[src/rtl/filter_frame_scheduler.sv]
// Frame/line sequencer for the VGA filter: pixel coordinates, window qualification,
// frame-aligned mode switching and sticky timing-error flags.
module filter_frame_scheduler #(
    parameter int unsigned WIDTH  = 640,
    parameter int unsigned HEIGHT = 480,
    parameter int unsigned K      = 3
) (
    input  logic       VGA_CLK,
    input  logic       reset_n,
    input  logic       iVGA_HS,
    input  logic       iVGA_VS,
    input  logic       iVGA_BLANK_N,
    input  logic [5:0] mode_req,
    input  logic       err_clr,
    output logic [2:0] mode_active,
    output logic       mode_chg,
    output logic [9:0] x,
    output logic [9:0] y,
    output logic       pix_valid,
    output logic       win_valid,
    output logic       frame_start,
    output logic       line_start,
    output logic       win_flush,
    output logic       line_err,
    output logic       frame_err,
    output logic [7:0] frame_cnt
);
    typedef enum logic [1:0] {WAIT_VS, VBLANK, ACTIVE, HBLANK} state_t;

    localparam logic [9:0]  X_MAX       = 10'(WIDTH - 1);
    localparam logic [9:0]  Y_MAX       = 10'(HEIGHT - 1);
    localparam logic [9:0]  WIN_MIN     = 10'(K - 1);
    localparam logic [10:0] LINE_LEN    = 11'(WIDTH);
    localparam logic [10:0] FRAME_LINES = 11'(HEIGHT);

    state_t      r_state;
    logic        r_vs, r_vs_d, r_blank, r_blank_d, r_err_clr;
    logic [2:0]  r_mode_pend;
    logic [10:0] r_pcnt, r_lcnt;
    logic [2:0]  r_mode_active;
    logic        r_mode_chg;
    logic [9:0]  r_x, r_y;
    logic        r_pix_valid, r_win_valid;
    logic        r_frame_start, r_line_start, r_win_flush;
    logic        r_line_err, r_frame_err;
    logic [7:0]  r_frame_cnt;

    logic        w_vs_fall, w_blank_rise, w_blank_fall;
    logic [2:0]  w_mode_enc;
    logic [9:0]  w_x_inc, w_y_inc;
    logic [10:0] w_pcnt_inc, w_lcnt_inc;
    logic        w_y_win;
    logic        w_unused_hs;

    // Blank edges already delimit lines, so HS carries no information here.
    assign w_unused_hs = iVGA_HS;

    assign w_vs_fall    = r_vs_d & ~r_vs;
    assign w_blank_rise = ~r_blank_d & r_blank;
    assign w_blank_fall = r_blank_d & ~r_blank;

    assign w_x_inc    = (r_x >= X_MAX) ? X_MAX : r_x + 10'd1;
    assign w_y_inc    = (r_y >= Y_MAX) ? Y_MAX : r_y + 10'd1;
    assign w_pcnt_inc = (&r_pcnt) ? r_pcnt : r_pcnt + 11'd1;
    assign w_lcnt_inc = (&r_lcnt) ? r_lcnt : r_lcnt + 11'd1;
    assign w_y_win    = (r_y >= WIN_MIN);

    always_comb begin
        w_mode_enc = '0;
        for (int unsigned i = 0; i < 6; i++) begin
            if (mode_req[i] && (w_mode_enc == 3'd0)) w_mode_enc = 3'(i + 1);
        end
    end

    always_ff @(posedge VGA_CLK) begin
        if (!reset_n) begin
            r_vs          <= 1'b0;
            r_vs_d        <= 1'b0;
            r_blank       <= 1'b0;
            r_blank_d     <= 1'b0;
            r_err_clr     <= 1'b0;
            r_mode_pend   <= '0;
            r_state       <= WAIT_VS;
            r_pcnt        <= '0;
            r_lcnt        <= '0;
            r_mode_active <= '0;
            r_mode_chg    <= 1'b0;
            r_x           <= '0;
            r_y           <= '0;
            r_pix_valid   <= 1'b0;
            r_win_valid   <= 1'b0;
            r_frame_start <= 1'b0;
            r_line_start  <= 1'b0;
            r_win_flush   <= 1'b0;
            r_line_err    <= 1'b0;
            r_frame_err   <= 1'b0;
            r_frame_cnt   <= '0;
        end else begin
            r_vs        <= iVGA_VS;
            r_vs_d      <= r_vs;
            r_blank     <= iVGA_BLANK_N;
            r_blank_d   <= r_blank;
            r_err_clr   <= err_clr;
            r_mode_pend <= w_mode_enc;

            r_frame_start <= 1'b0;
            r_win_flush   <= 1'b0;
            r_line_start  <= 1'b0;
            r_mode_chg    <= 1'b0;

            // Clear first so that an error detected in the same cycle overrides it.
            if (r_err_clr) begin
                r_line_err  <= 1'b0;
                r_frame_err <= 1'b0;
            end

            if (w_vs_fall) begin
                if (r_state != WAIT_VS) begin
                    r_frame_cnt <= r_frame_cnt + 8'd1;
                    if (r_lcnt != FRAME_LINES) r_frame_err <= 1'b1;
                end
                r_frame_start <= 1'b1;
                r_win_flush   <= 1'b1;
                r_mode_active <= r_mode_pend;
                r_mode_chg    <= (r_mode_pend != r_mode_active);
                r_y           <= '0;
                r_lcnt        <= '0;
                if (w_blank_rise) begin
                    r_state      <= ACTIVE;
                    r_line_start <= 1'b1;
                    r_x          <= '0;
                    r_pcnt       <= 11'd1;
                    r_pix_valid  <= 1'b1;
                    r_win_valid  <= (WIN_MIN == 10'd0);
                end else begin
                    r_state     <= VBLANK;
                    r_pix_valid <= 1'b0;
                    r_win_valid <= 1'b0;
                end
            end else begin
                case (r_state)
                    WAIT_VS: begin
                        r_pix_valid <= 1'b0;
                        r_win_valid <= 1'b0;
                    end
                    VBLANK, HBLANK: begin
                        if (w_blank_rise) begin
                            r_state      <= ACTIVE;
                            r_line_start <= 1'b1;
                            r_x          <= '0;
                            r_pcnt       <= 11'd1;
                            r_pix_valid  <= 1'b1;
                            r_win_valid  <= (WIN_MIN == 10'd0) && w_y_win;
                        end
                    end
                    ACTIVE: begin
                        if (w_blank_fall) begin
                            r_state     <= HBLANK;
                            r_pix_valid <= 1'b0;
                            r_win_valid <= 1'b0;
                            r_y         <= w_y_inc;
                            r_lcnt      <= w_lcnt_inc;
                            if (r_pcnt != LINE_LEN) r_line_err <= 1'b1;
                        end else begin
                            r_x         <= w_x_inc;
                            r_pcnt      <= w_pcnt_inc;
                            r_win_valid <= (w_x_inc >= WIN_MIN) && w_y_win;
                        end
                    end
                    default: r_state <= WAIT_VS;
                endcase
            end
        end
    end

    assign mode_active = r_mode_active;
    assign mode_chg    = r_mode_chg;
    assign x           = r_x;
    assign y           = r_y;
    assign pix_valid   = r_pix_valid;
    assign win_valid   = r_win_valid;
    assign frame_start = r_frame_start;
    assign line_start  = r_line_start;
    assign win_flush   = r_win_flush;
    assign line_err    = r_line_err;
    assign frame_err   = r_frame_err;
    assign frame_cnt   = r_frame_cnt;

endmodule
[config.mk]
export PLATFORM = sky130hd
export DESIGN_NAME = filter_frame_scheduler
export DESIGN_NICKNAME = d
export VERILOG_FILES = /design/src/rtl/filter_frame_scheduler.sv
export SDC_FILE = /design/constraint.sdc
export NUM_CORES = 1
export LEC_CHECK = 0
export ABC_AREA = 0
export CAP_MARGIN = 15
export CELL_PAD_IN_SITES_DETAIL_PLACEMENT = 1
export CELL_PAD_IN_SITES_GLOBAL_PLACEMENT = 1
export CORE_UTILIZATION = 36
export CTS_CLUSTER_SIZE = 40
export DETAILED_ROUTE_END_ITERATION = 6
export PLACE_DENSITY = 0.78
export SYNTH_ARGS = -nofsm -noshare
export SYNTH_HDL_FRONTEND = slang
export SYNTH_SLANG_ARGS = --single-unit
[constraint.sdc]
create_clock -name VGA_CLK -period 1.6 [get_ports VGA_CLK]
set_input_delay 0.32 -clock VGA_CLK [delete_from_list [all_inputs] [get_ports VGA_CLK]]
set_output_delay 0.32 -clock VGA_CLK [all_outputs]
set_load 0.005 [all_outputs]
==> flow_metrics.env, run 1 <==
export IMPL_path_class="reg2reg"
export IMPL_whs_ns=0.487
export IMPL_hold_viol=0
export IMPL_vias_per_cell=5.39
export IMPL_cts_root_buf="clkbuf_8"
export IMPL_setup_violations=0
export IMPL_synth_edf_count=0
export IMPL_ys_top_cells_by_count="dfxtp_1, nor2_1, a21oi_1"
export IMPL_ys_warn_count=0
export IMPL_start_util_pct=37.8
export IMPL_clk_path_buf_depth=2
export IMPL_ant_nets=0
export IMPL_drtPass1Iterations=4
export IMPL_area_delta_synth_final_pct=44.1
export IMPL_ios=51
export IMPL_vias=3409
export IMPL_wl_mm=10.5
export IMPL_finalCritPeriodShare_pct=98.7
export IMPL_grt_busiest_layer="met2"
export IMPL_hp_class="reg2reg"
export IMPL_globalplace_congestion=0.819
export IMPL_powerDensity_nw_per_um2=724
export IMPL_nets=540
export IMPL_cts_sinks=70
export IMPL_drcViolationCount=0
export IMPL_die_y_um=98.6
export IMPL_antenna_found_initial=0
export IMPL_port_buffers=49
export IMPL_setup_reg_to_reg_worst_slack_ns=0.02
export IMPL_cts_buffers=9
export IMPL_status="finished, final reports clean"
export IMPL_synth_top_area_cell="dfxtp_1"
export IMPL_use_met2_pct=38.2
export IMPL_cp_required_ns=1.88
export IMPL_core_area_um2=8890
export IMPL_die_w_um=98.6
export IMPL_skew_ns=0.0102
export IMPL_pre_cts_slack_ns=-0.192
export IMPL_grtUsageTotal_pct=21.7
export IMPL_grt_remaining_overflow=0
export IMPL_fp_row_count=34
export IMPL_crit_arrival_ns=1.86
export IMPL_grtUsageMet3_pct=4.68
export IMPL_netlist_instances=407
export IMPL_postSynthAreaPerCell_um2=8.25
export IMPL_fmax_mhz=633
export IMPL_setup_slack_ns=0.0213
export IMPL_tritoncts="built"
export IMPL_die_area_um2=9720
export IMPL_clk_pin_slew_worst_paths_ns=0.08
export IMPL_cp_end_kind="flop"
export IMPL_clock_latency_ns=0.35
export IMPL_synth_nets=427
export IMPL_finalMaxSlewViolations=0
export IMPL_antenna_cells=0
export IMPL_grtUsageMet1_pct=26.5
export IMPL_slew_limit_headroom_pct=71.4
export IMPL_dp_final_hpwl_mm=7.16
export IMPL_power_uw=3500
export IMPL_grt_pass1_vias=3557
export IMPL_synth_seq_cells=70
export IMPL_ir_worst_vdd_uv=387
export IMPL_grt_pass1_wl_mm=16.8
export IMPL_tightestPinTransition_ns=0.423
export IMPL_grt_max_degree=19
export IMPL_synth_top_flop_cell="dfxtp_1"
export IMPL_wl_per_cell_um=16.7
export IMPL_synthTopCellsByArea="dfxtp_1, nor2_1, a21oi_1, xor2_1, o21ai_0"
export IMPL_yosys_cell_types_count=56
export IMPL_drive_above_1_share_pct=28.2
export IMPL_cp_start_kind="flop"
export IMPL_crit_path_max_fanout=6
export IMPL_grt_setup_unrepaired="yes"
export IMPL_maxCapViolations=0
export IMPL_leakage_uw=0.00199
export IMPL_synth_most_common_cell="dfxtp_1"
export IMPL_syn_area_um2=3360
export IMPL_h_tree_depth=3
export IMPL_synth_seq_area_share_pct=41.7
export IMPL_synth_top_cell_area_share_pct=41.7
export IMPL_drt_iter0_drc=117
export IMPL_synthArstFlopShare_pct=0
export IMPL_post_route_min_period_ns=1.58
[what timing repair did]
item	in CTS	in global routing
gates cloned	0	1
gates resized for setup	50	42
hold buffers	0	0
endpoints found under the hold margin	0	0
setup buffers	3	7
endpoints found under the setup margin	39	44
pin swaps	3	9
[sequential cells by signal (all words and copies together) (netlist names), 2 cells and up]
| name | flops |
|---|---|
| frame_cnt | 8 |
| mode_active | 3 |
| r_lcnt | 11 |
| r_mode_pend | 3 |
| r_pcnt | 11 |
| r_state | 2 |
| x | 10 |
| y | 10 |
[per-stage QoR]
step           TNS (ns)  area, µm²  utilization, %  std cells
2_1_floorplan         0       3360               -        407
3_3_place_gp     -0.224       4340            48.8        606
3_5_place_dp     -0.785       4340            48.8        606
4_1_cts               0       4630            52.1        624
5_1_grt          -0.141       4840            54.4        632
6_report              0       4840            54.4        632
[layout make-up]
class                   count  area (µm²)
repair buffers            117        1010
multi-input cells         312        1980
flip-flops and latches     70        1470
clock buffers              10         128
well taps                 108         135
clock inverters             5        75.1
inverters                  10        37.5
fillers                  1085        4050
[kinds of logic (layout without fill, tap and decap cells)]
group           count (synthesis)  count (layout)  share of synthesized area (%)
simple gates                  183             183                           27.5
compound gates                 91              92                           16.5
flops                          70              70                           41.7
xor+xnor                       27              27                           7.04
buf+inv                        26             142                           3.61
fa+ha+maj                       8               8                           2.98
mux                             2               2                          0.633
[placed cells by master (no fill, tap or decap), drive strengths merged, types with 8 or more instances in the layout]
cell / instances
and2: 8
xor2: 17
clkdlybuf4s50: 35
and3: 11
xnor2: 10
nor3: 11
ha: 8
inv: 10
a21oi: 37
buf: 68
clkbuf: 10
nand2: 32
o21ai: 28
nand3: 16
dlygate4sd2: 11
nand2b: 9
nor2: 57
dfxtp: 70
nand4: 13
[final timing paths]
check	start	to	cells after the start
max	r_pcnt[10]$_SDFFE_PN0P_	r_pcnt[0]$_SDFFE_PN0P_	6
min	r_vs$_SDFF_PN0_	r_vs_d$_SDFF_PN0_	1
max reg2reg	r_pcnt[10]$_SDFFE_PN0P_	r_pcnt[0]$_SDFFE_PN0P_	6
min reg2reg	r_vs$_SDFF_PN0_	r_vs_d$_SDFF_PN0_	1
[where the power goes]
group / internal [µW] / switching, µW
Clock: 862 / 683
Combinational: 98.3 / 107
Sequential: 1740 / 13.0
Total: 2700 / 804
[critical path, cell delays in order (launching register included)]
cell and delay [ns]:
dfxtp_1 0.38, nand4_1 0.22, nor3_4 0.31, buf_4 0.17, a21oi_4 0.07, mux2_2 0.28, nor2_1 0.09
[routing by layer]
| layer | up-vias | share of wire, % |
|---|---|---|
| li1 | 1672 | - |
| met1 | 1642 | 45 |
| met2 | 77 | 50 |
| met3 | 18 | 3.2 |
| met4 | 0 | 2.1 |
| met5 | - | 0 |
(Power assumes the default switching activity.)
==> inputs of run 2 (changes only) <==
--- a/config.mk
+++ b/config.mk
@@ -13,6 +13,7 @@
 export CTS_CLUSTER_SIZE = 40
 export DETAILED_ROUTE_END_ITERATION = 6
 export PLACE_DENSITY = 0.78
+export SKIP_CTS_REPAIR_TIMING = 1
 export SYNTH_ARGS = -nofsm -noshare
 export SYNTH_HDL_FRONTEND = slang
 export SYNTH_SLANG_ARGS = --single-unit
==> run 2 against run 1 <==
Effect of this change: critical endpoint is now y[8]$_SDFFE_PP0P_; setup slack got worse by 0.0055 ns; final cell count increased by 0.47%; count of clock-buffer cells in the layout did not move; largest power group unchanged; die area stayed put; core utilization up 1.1 points; total power decreased by 0.43%; critical path depth is the same; routed wire length increased by 0.19%.
==> flow_metrics.env, run 2 (synthesis results as in run 1) <==
export IMPL_vias=3442
export IMPL_critPathSlowestCell="and4bb_4"
export IMPL_cp_start_kind="flop"
export IMPL_hold_viol=0
export IMPL_crit_path_max_fanout=9
export IMPL_worstReg2RegEnd="y[8]$_SDFFE_PP0P_"
export IMPL_die_area_um2=9720
export IMPL_min_path_cells=1
export IMPL_cts_sinks=70
export IMPL_ios=51
export IMPL_critPathMaxStageDelay_ns=0.41
export IMPL_setup_violations=0
export IMPL_fin_tns_setup_ns=0
export IMPL_r2r_start="r_state[0]$_SDFFE_PN0P_"
export IMPL_power_uw=3490
export IMPL_ir_worst_vdd_uv=381
export IMPL_setup_reg_to_reg_worst_slack_ns=0.02
export IMPL_die_w_um=98.6
export IMPL_drive_above_1_share_pct=28.7
export IMPL_tritoncts="built"
export IMPL_wl_per_cell_um=16.6
export IMPL_hp_class="reg2reg"
export IMPL_clk_path_buf_depth=2
export IMPL_cts_root_buf="clkbuf_8"
export IMPL_cp_required_ns=1.84
export IMPL_cp_num_buf_inv=1
export IMPL_layout_common_cells="buf_4, nor2_1, a21oi_1, clkdlybuf4s50_1, dfxtp_1"
export IMPL_finalCritPeriodShare_pct=99.0
export IMPL_reg_top3="r_lcnt x11, r_pcnt x11"
export IMPL_dp_final_hpwl_mm=7.16
export IMPL_grt_setup_unrepaired="yes"
export IMPL_whs_ns=0.493
export IMPL_design_area_um2=4930
export IMPL_path_class="reg2reg"
export IMPL_path_delay_family="simple AND/OR/NAND/NOR gates"
export IMPL_topRoutingLayerUsed="met4"
export IMPL_fp_row_count=34
export IMPL_fmax_mhz=631
export IMPL_h_tree_depth=3
export IMPL_mostFrequentLayoutCell="buf_4"
export IMPL_path_cells="and4bb_4 > buf_6 > nand4_1 > nor2_1 > xnor2_1 > a21oi_1"
export IMPL_powerDensity_nw_per_um2=707
export IMPL_drtPass1Iterations=4
export IMPL_leakage_uw=0.00217
export IMPL_cts_buffers=9
export IMPL_cp_end_kind="flop"
export IMPL_grt_max_degree=19
export IMPL_dr_wl_met3_um=380
export IMPL_drt_iter0_drc=102
export IMPL_antenna_found_initial=0
export IMPL_vias_per_cell=5.42
export IMPL_ant_nets=0
export IMPL_slew_limit_headroom_pct=72.6
export IMPL_grt_pass1_vias=3505
export IMPL_crit_arrival_ns=1.83
export IMPL_routed_wl_met2_mm=5.26
export IMPL_grt_pass1_wl_mm=16.4
export IMPL_holdCritStartpoint="r_vs$_SDFF_PN0_"
export IMPL_wl_mm=10.6
export IMPL_clk_pin_slew_worst_paths_ns=0.08
export IMPL_nets=543
export IMPL_drcViolationCount=0
export IMPL_reg2reg_depth=6
export IMPL_skew_ns=0.00921
export IMPL_clock_latency_ns=0.35
export IMPL_antenna_cells=0
export IMPL_grtUsageTotal_pct=21.3
export IMPL_finalMaxSlewViolations=0
export IMPL_hold_end="r_vs_d$_SDFF_PN0_"
export IMPL_maxCapViolations=0
export IMPL_area_delta_synth_final_pct=46.9
export IMPL_die_y_um=98.6
export IMPL_core_area_um2=8890
export IMPL_post_route_min_period_ns=1.58
export IMPL_start_util_pct=37.8
export IMPL_wirelength_met1_mm=4.73
export IMPL_grt_remaining_overflow=0
export IMPL_placed_cell_area_um2=4340
export IMPL_port_buffers=49
export IMPL_tightestPinTransition_ns=0.406
export IMPL_status="finished, final reports clean"
export IMPL_fill_cells=1049
export IMPL_globalplace_congestion=0.819
[run 2: worst max path at each step]
| stage | startpoint | endpoint | slack (ns) | depth (start not counted) |
|---|---|---|---|---|
| final | r_state[0]$_SDFFE_PN0P_ | y[8]$_SDFFE_PP0P_ | 0.02 | 6 |
| after global routing | r_lcnt[5]$_SDFFE_PP0P_ | r_lcnt[2]$_SDFFE_PP0P_ | -0.07 | 5 |
| after CTS | x[4]$_SDFFE_PN0P_ | x[4] | -0.16 | 2 |
| after detailed placement | reset_n | win_valid$_SDFFE_PP0P_ | -0.19 | 6 |
| after global placement | reset_n | win_valid$_SDFFE_PP0P_ | -0.15 | 6 |
| after floorplan | x[0]$_SDFFE_PN0P_ | win_valid$_SDFFE_PP0P_ | 0.001 | 5 |
[run 2: per-layer routing]
| metal | vias to the layer above | track usage [%] |
|---|---|---|
| met5 | - | 0 |
| met4 | 0 | 6.89 |
| met3 | 18 | 4.61 |
| met2 | 75 | 36.8 |
| met1 | 1670 | 26.3 |
| li1 | 1679 | - |
[run 2: where the power goes]
part | switching, µW | internal [µW]
registers | 13.8 | 1740
logic | 107 | 99.4
clock network | 670 | 862
[run 2: cell type report]
class	count	area, µm²	area share, %
clock buffers	10	128	2.59
multi-input cells	312	1990	40.4
clock inverters	5	75.1	1.52
repair buffers	120	1080	22.0
flip-flops and latches	70	1480	30.0
inverters	10	37.5	0.761
well taps	108	135	2.74
[run 2: through the flow]
stage          utilization (%)  setup WS, ns  std cells
2_1_floorplan                -       0.00133        407
3_3_place_gp              48.8        -0.146        606
3_5_place_dp              48.8        -0.192        606
4_1_cts                   51.1        -0.161        621
5_1_grt                   55.5       -0.0743        635
6_report                  55.5        0.0158        635
==> inputs of run 3 (changes only) <==
--- a/config.mk
+++ b/config.mk
@@ -9,6 +9,7 @@
 export CAP_MARGIN = 15
 export CELL_PAD_IN_SITES_DETAIL_PLACEMENT = 1
 export CELL_PAD_IN_SITES_GLOBAL_PLACEMENT = 1
+export CORE_ASPECT_RATIO = 0.7
 export CORE_UTILIZATION = 36
 export CTS_CLUSTER_SIZE = 40
 export DETAILED_ROUTE_END_ITERATION = 6
==> run 3 against run 2 <==
Effect of this change: via count is 3.8% higher; critical path depth is 5 lower; non-clock buffer count is 11 higher; register-to-register slack hardly changed.
==> flow_metrics.env, run 3 (synthesis results as in run 1) <==
export IMPL_min_path_cells=2
export IMPL_die_y_um=82.8
export IMPL_grtUsageTotal_pct=22.2
export IMPL_p_comb_share_pct=5.4
export IMPL_mostFrequentLayoutCell="buf_4"
export IMPL_status="finished, final reports clean"
export IMPL_path_delay_family="buffers and inverters"
export IMPL_die_w_um=117
export IMPL_slew_limit_headroom_pct=64.0
export IMPL_hp_class="reg2reg"
export IMPL_antenna_found_initial=0
export IMPL_grt_pass1_vias=3568
export IMPL_grt_setup_unrepaired="yes"
export IMPL_tightestPinTransition_ns=0.533
export IMPL_tritoncts="built"
export IMPL_start_util_pct=37.0
export IMPL_power_share_switching_pct=21.5
export IMPL_grt_max_degree=16
export IMPL_grt_remaining_overflow=0
export IMPL_reg_top3="r_lcnt x11, r_pcnt x11"
export IMPL_clock_power_share_pct=50.3
export IMPL_globalplace_congestion=0.816
export IMPL_cts_buffers=9
export IMPL_crit_cells=1
export IMPL_critPathMaxStageDelay_ns=0.53
export IMPL_cp_start_kind="flop"
export IMPL_ir_worst_vdd_uv=466
export IMPL_crit_arrival_ns=1.26
export IMPL_leakage_uw=0.00225
export IMPL_drt_iter0_drc=160
export IMPL_port_buffers=49
export IMPL_die_area_um2=9720
export IMPL_ios=51
export IMPL_clk_path_buf_depth=2
export IMPL_clock_latency_ns=0.34
export IMPL_layout_common_cells="buf_4, nor2_1, dfxtp_1, a21oi_1, clkdlybuf4s50_1"
export IMPL_cts_sinks=70
export IMPL_final_core_util_pct=56.2
export IMPL_critPathSlowestCell="clkdlybuf4s50_1"
export IMPL_setup_reg_to_reg_worst_slack_ns=0.03
export IMPL_cp_num_buf_inv=1
export IMPL_skew_ns=0.00675
export IMPL_clk_pin_slew_worst_paths_ns=0.05
export IMPL_finalCritPeriodShare_pct=98.7
export IMPL_power_switching_uw=858
export IMPL_maxCapViolations=0
export IMPL_area_delta_synth_final_pct=51.9
export IMPL_internal_power_uw=3130
export IMPL_cp_end_kind="primary output"
export IMPL_drtPass1Iterations=4
export IMPL_post_route_min_period_ns=1.58
export IMPL_wl_per_cell_um=17.6
export IMPL_path_cells="clkdlybuf4s50_1"
export IMPL_dp_final_hpwl_mm=7.63
export IMPL_wl_mm=11.6
export IMPL_drcViolationCount=0
export IMPL_cp_endpoint="mode_active[0]"
export IMPL_cp_required_ns=1.28
export IMPL_reg2reg_depth=5
export IMPL_fmax_mhz=633
export IMPL_nets=554
export IMPL_drive_above_1_share_pct=29.2
export IMPL_antenna_cells=0
export IMPL_seqPwrFrac_pct=44.3
export IMPL_fin_tns_setup_ns=0
export IMPL_ant_nets=0
export IMPL_crit_path_max_fanout=3
export IMPL_worstReg2RegEnd="y[5]$_SDFFE_PP0P_"
export IMPL_vias_per_cell=5.40
export IMPL_crit_start="mode_active[0]$_SDFFE_PN0P_"
export IMPL_r2r_start="y[0]$_SDFFE_PP0P_"
export IMPL_finalMaxSlewViolations=0
export IMPL_h_tree_depth=3
export IMPL_setup_violations=0
export IMPL_fp_row_count=29
export IMPL_hold_viol=0
export IMPL_powerDensity_nw_per_um2=782
export IMPL_vias=3572
export IMPL_cts_root_buf="clkbuf_16"
export IMPL_path_class="reg2out"
export IMPL_grt_pass1_wl_mm=17.3
export IMPL_core_area_um2=9070
[run 3: area by class of cell]
cell class	instances	area, µm²
clock buffers	13	260
clock inverters	1	30.0
fillers	1094	3970
inverters	10	37.5
multi-input cells	312	2000
flip-flops and latches	70	1450
well taps	124	155
repair buffers	131	1160
[run 3: worst min-delay path by stage]
| stage | start | slack (ns) | to |
|---|---|---|---|
| finish | r_mode_pend[0]$_SDFF_PP0_ | 0.46 | mode_active[0]$_SDFFE_PN0P_ |
| global route | r_mode_pend[0]$_SDFF_PP0_ | 0.49 | mode_active[0]$_SDFFE_PN0P_ |
| CTS | r_mode_pend[0]$_SDFF_PP0_ | 0.46 | mode_active[0]$_SDFFE_PN0P_ |
| detailed placement | r_mode_pend[0]$_SDFF_PP0_ | 0.46 | mode_active[0]$_SDFFE_PN0P_ |
| global placement | r_mode_pend[0]$_SDFF_PP0_ | 0.45 | mode_active[0]$_SDFFE_PN0P_ |
| floorplan | mode_req[1] | 0.40 | r_mode_pend[2]$_SDFF_PN0_ |
[run 3: through the flow]
stage | total power [µW] | area (µm²) | instances | hold slack [ns] | worst slack, ns
final | 3990 | 5100 | 661 | 0.462 | 0.0203
after global routing | 4120 | 5100 | 661 | 0.492 | -0.0612
after CTS | 4000 | 4690 | 642 | 0.465 | -0.170
after detailed placement | 2010 | 4400 | 628 | 0.461 | -0.213
after global placement | 2000 | 4400 | 628 | 0.452 | -0.149
after floorplan | 1900 | 3360 | 407 | 0.398 | 0.00133
[run 3: power by group through the flow]
stage          Combinational, µW  Clock (µW)  Sequential (µW)
2_1_floorplan               90.8           0             1810
3_3_place_gp                 188           0             1810
3_5_place_dp                 195           0             1810
4_1_cts                      197        2030             1770
5_1_grt                      234        2110             1770
6_report                     216        2010             1770
[run 3: layer usage]
layer  vias up  GRT usage, %  wire [µm]
met2        98          36.3       5620
met4         0          7.56        231
li1       1698             -          -
met1      1754          27.8       5190
met5         -             0          0
met3        22          6.94        579
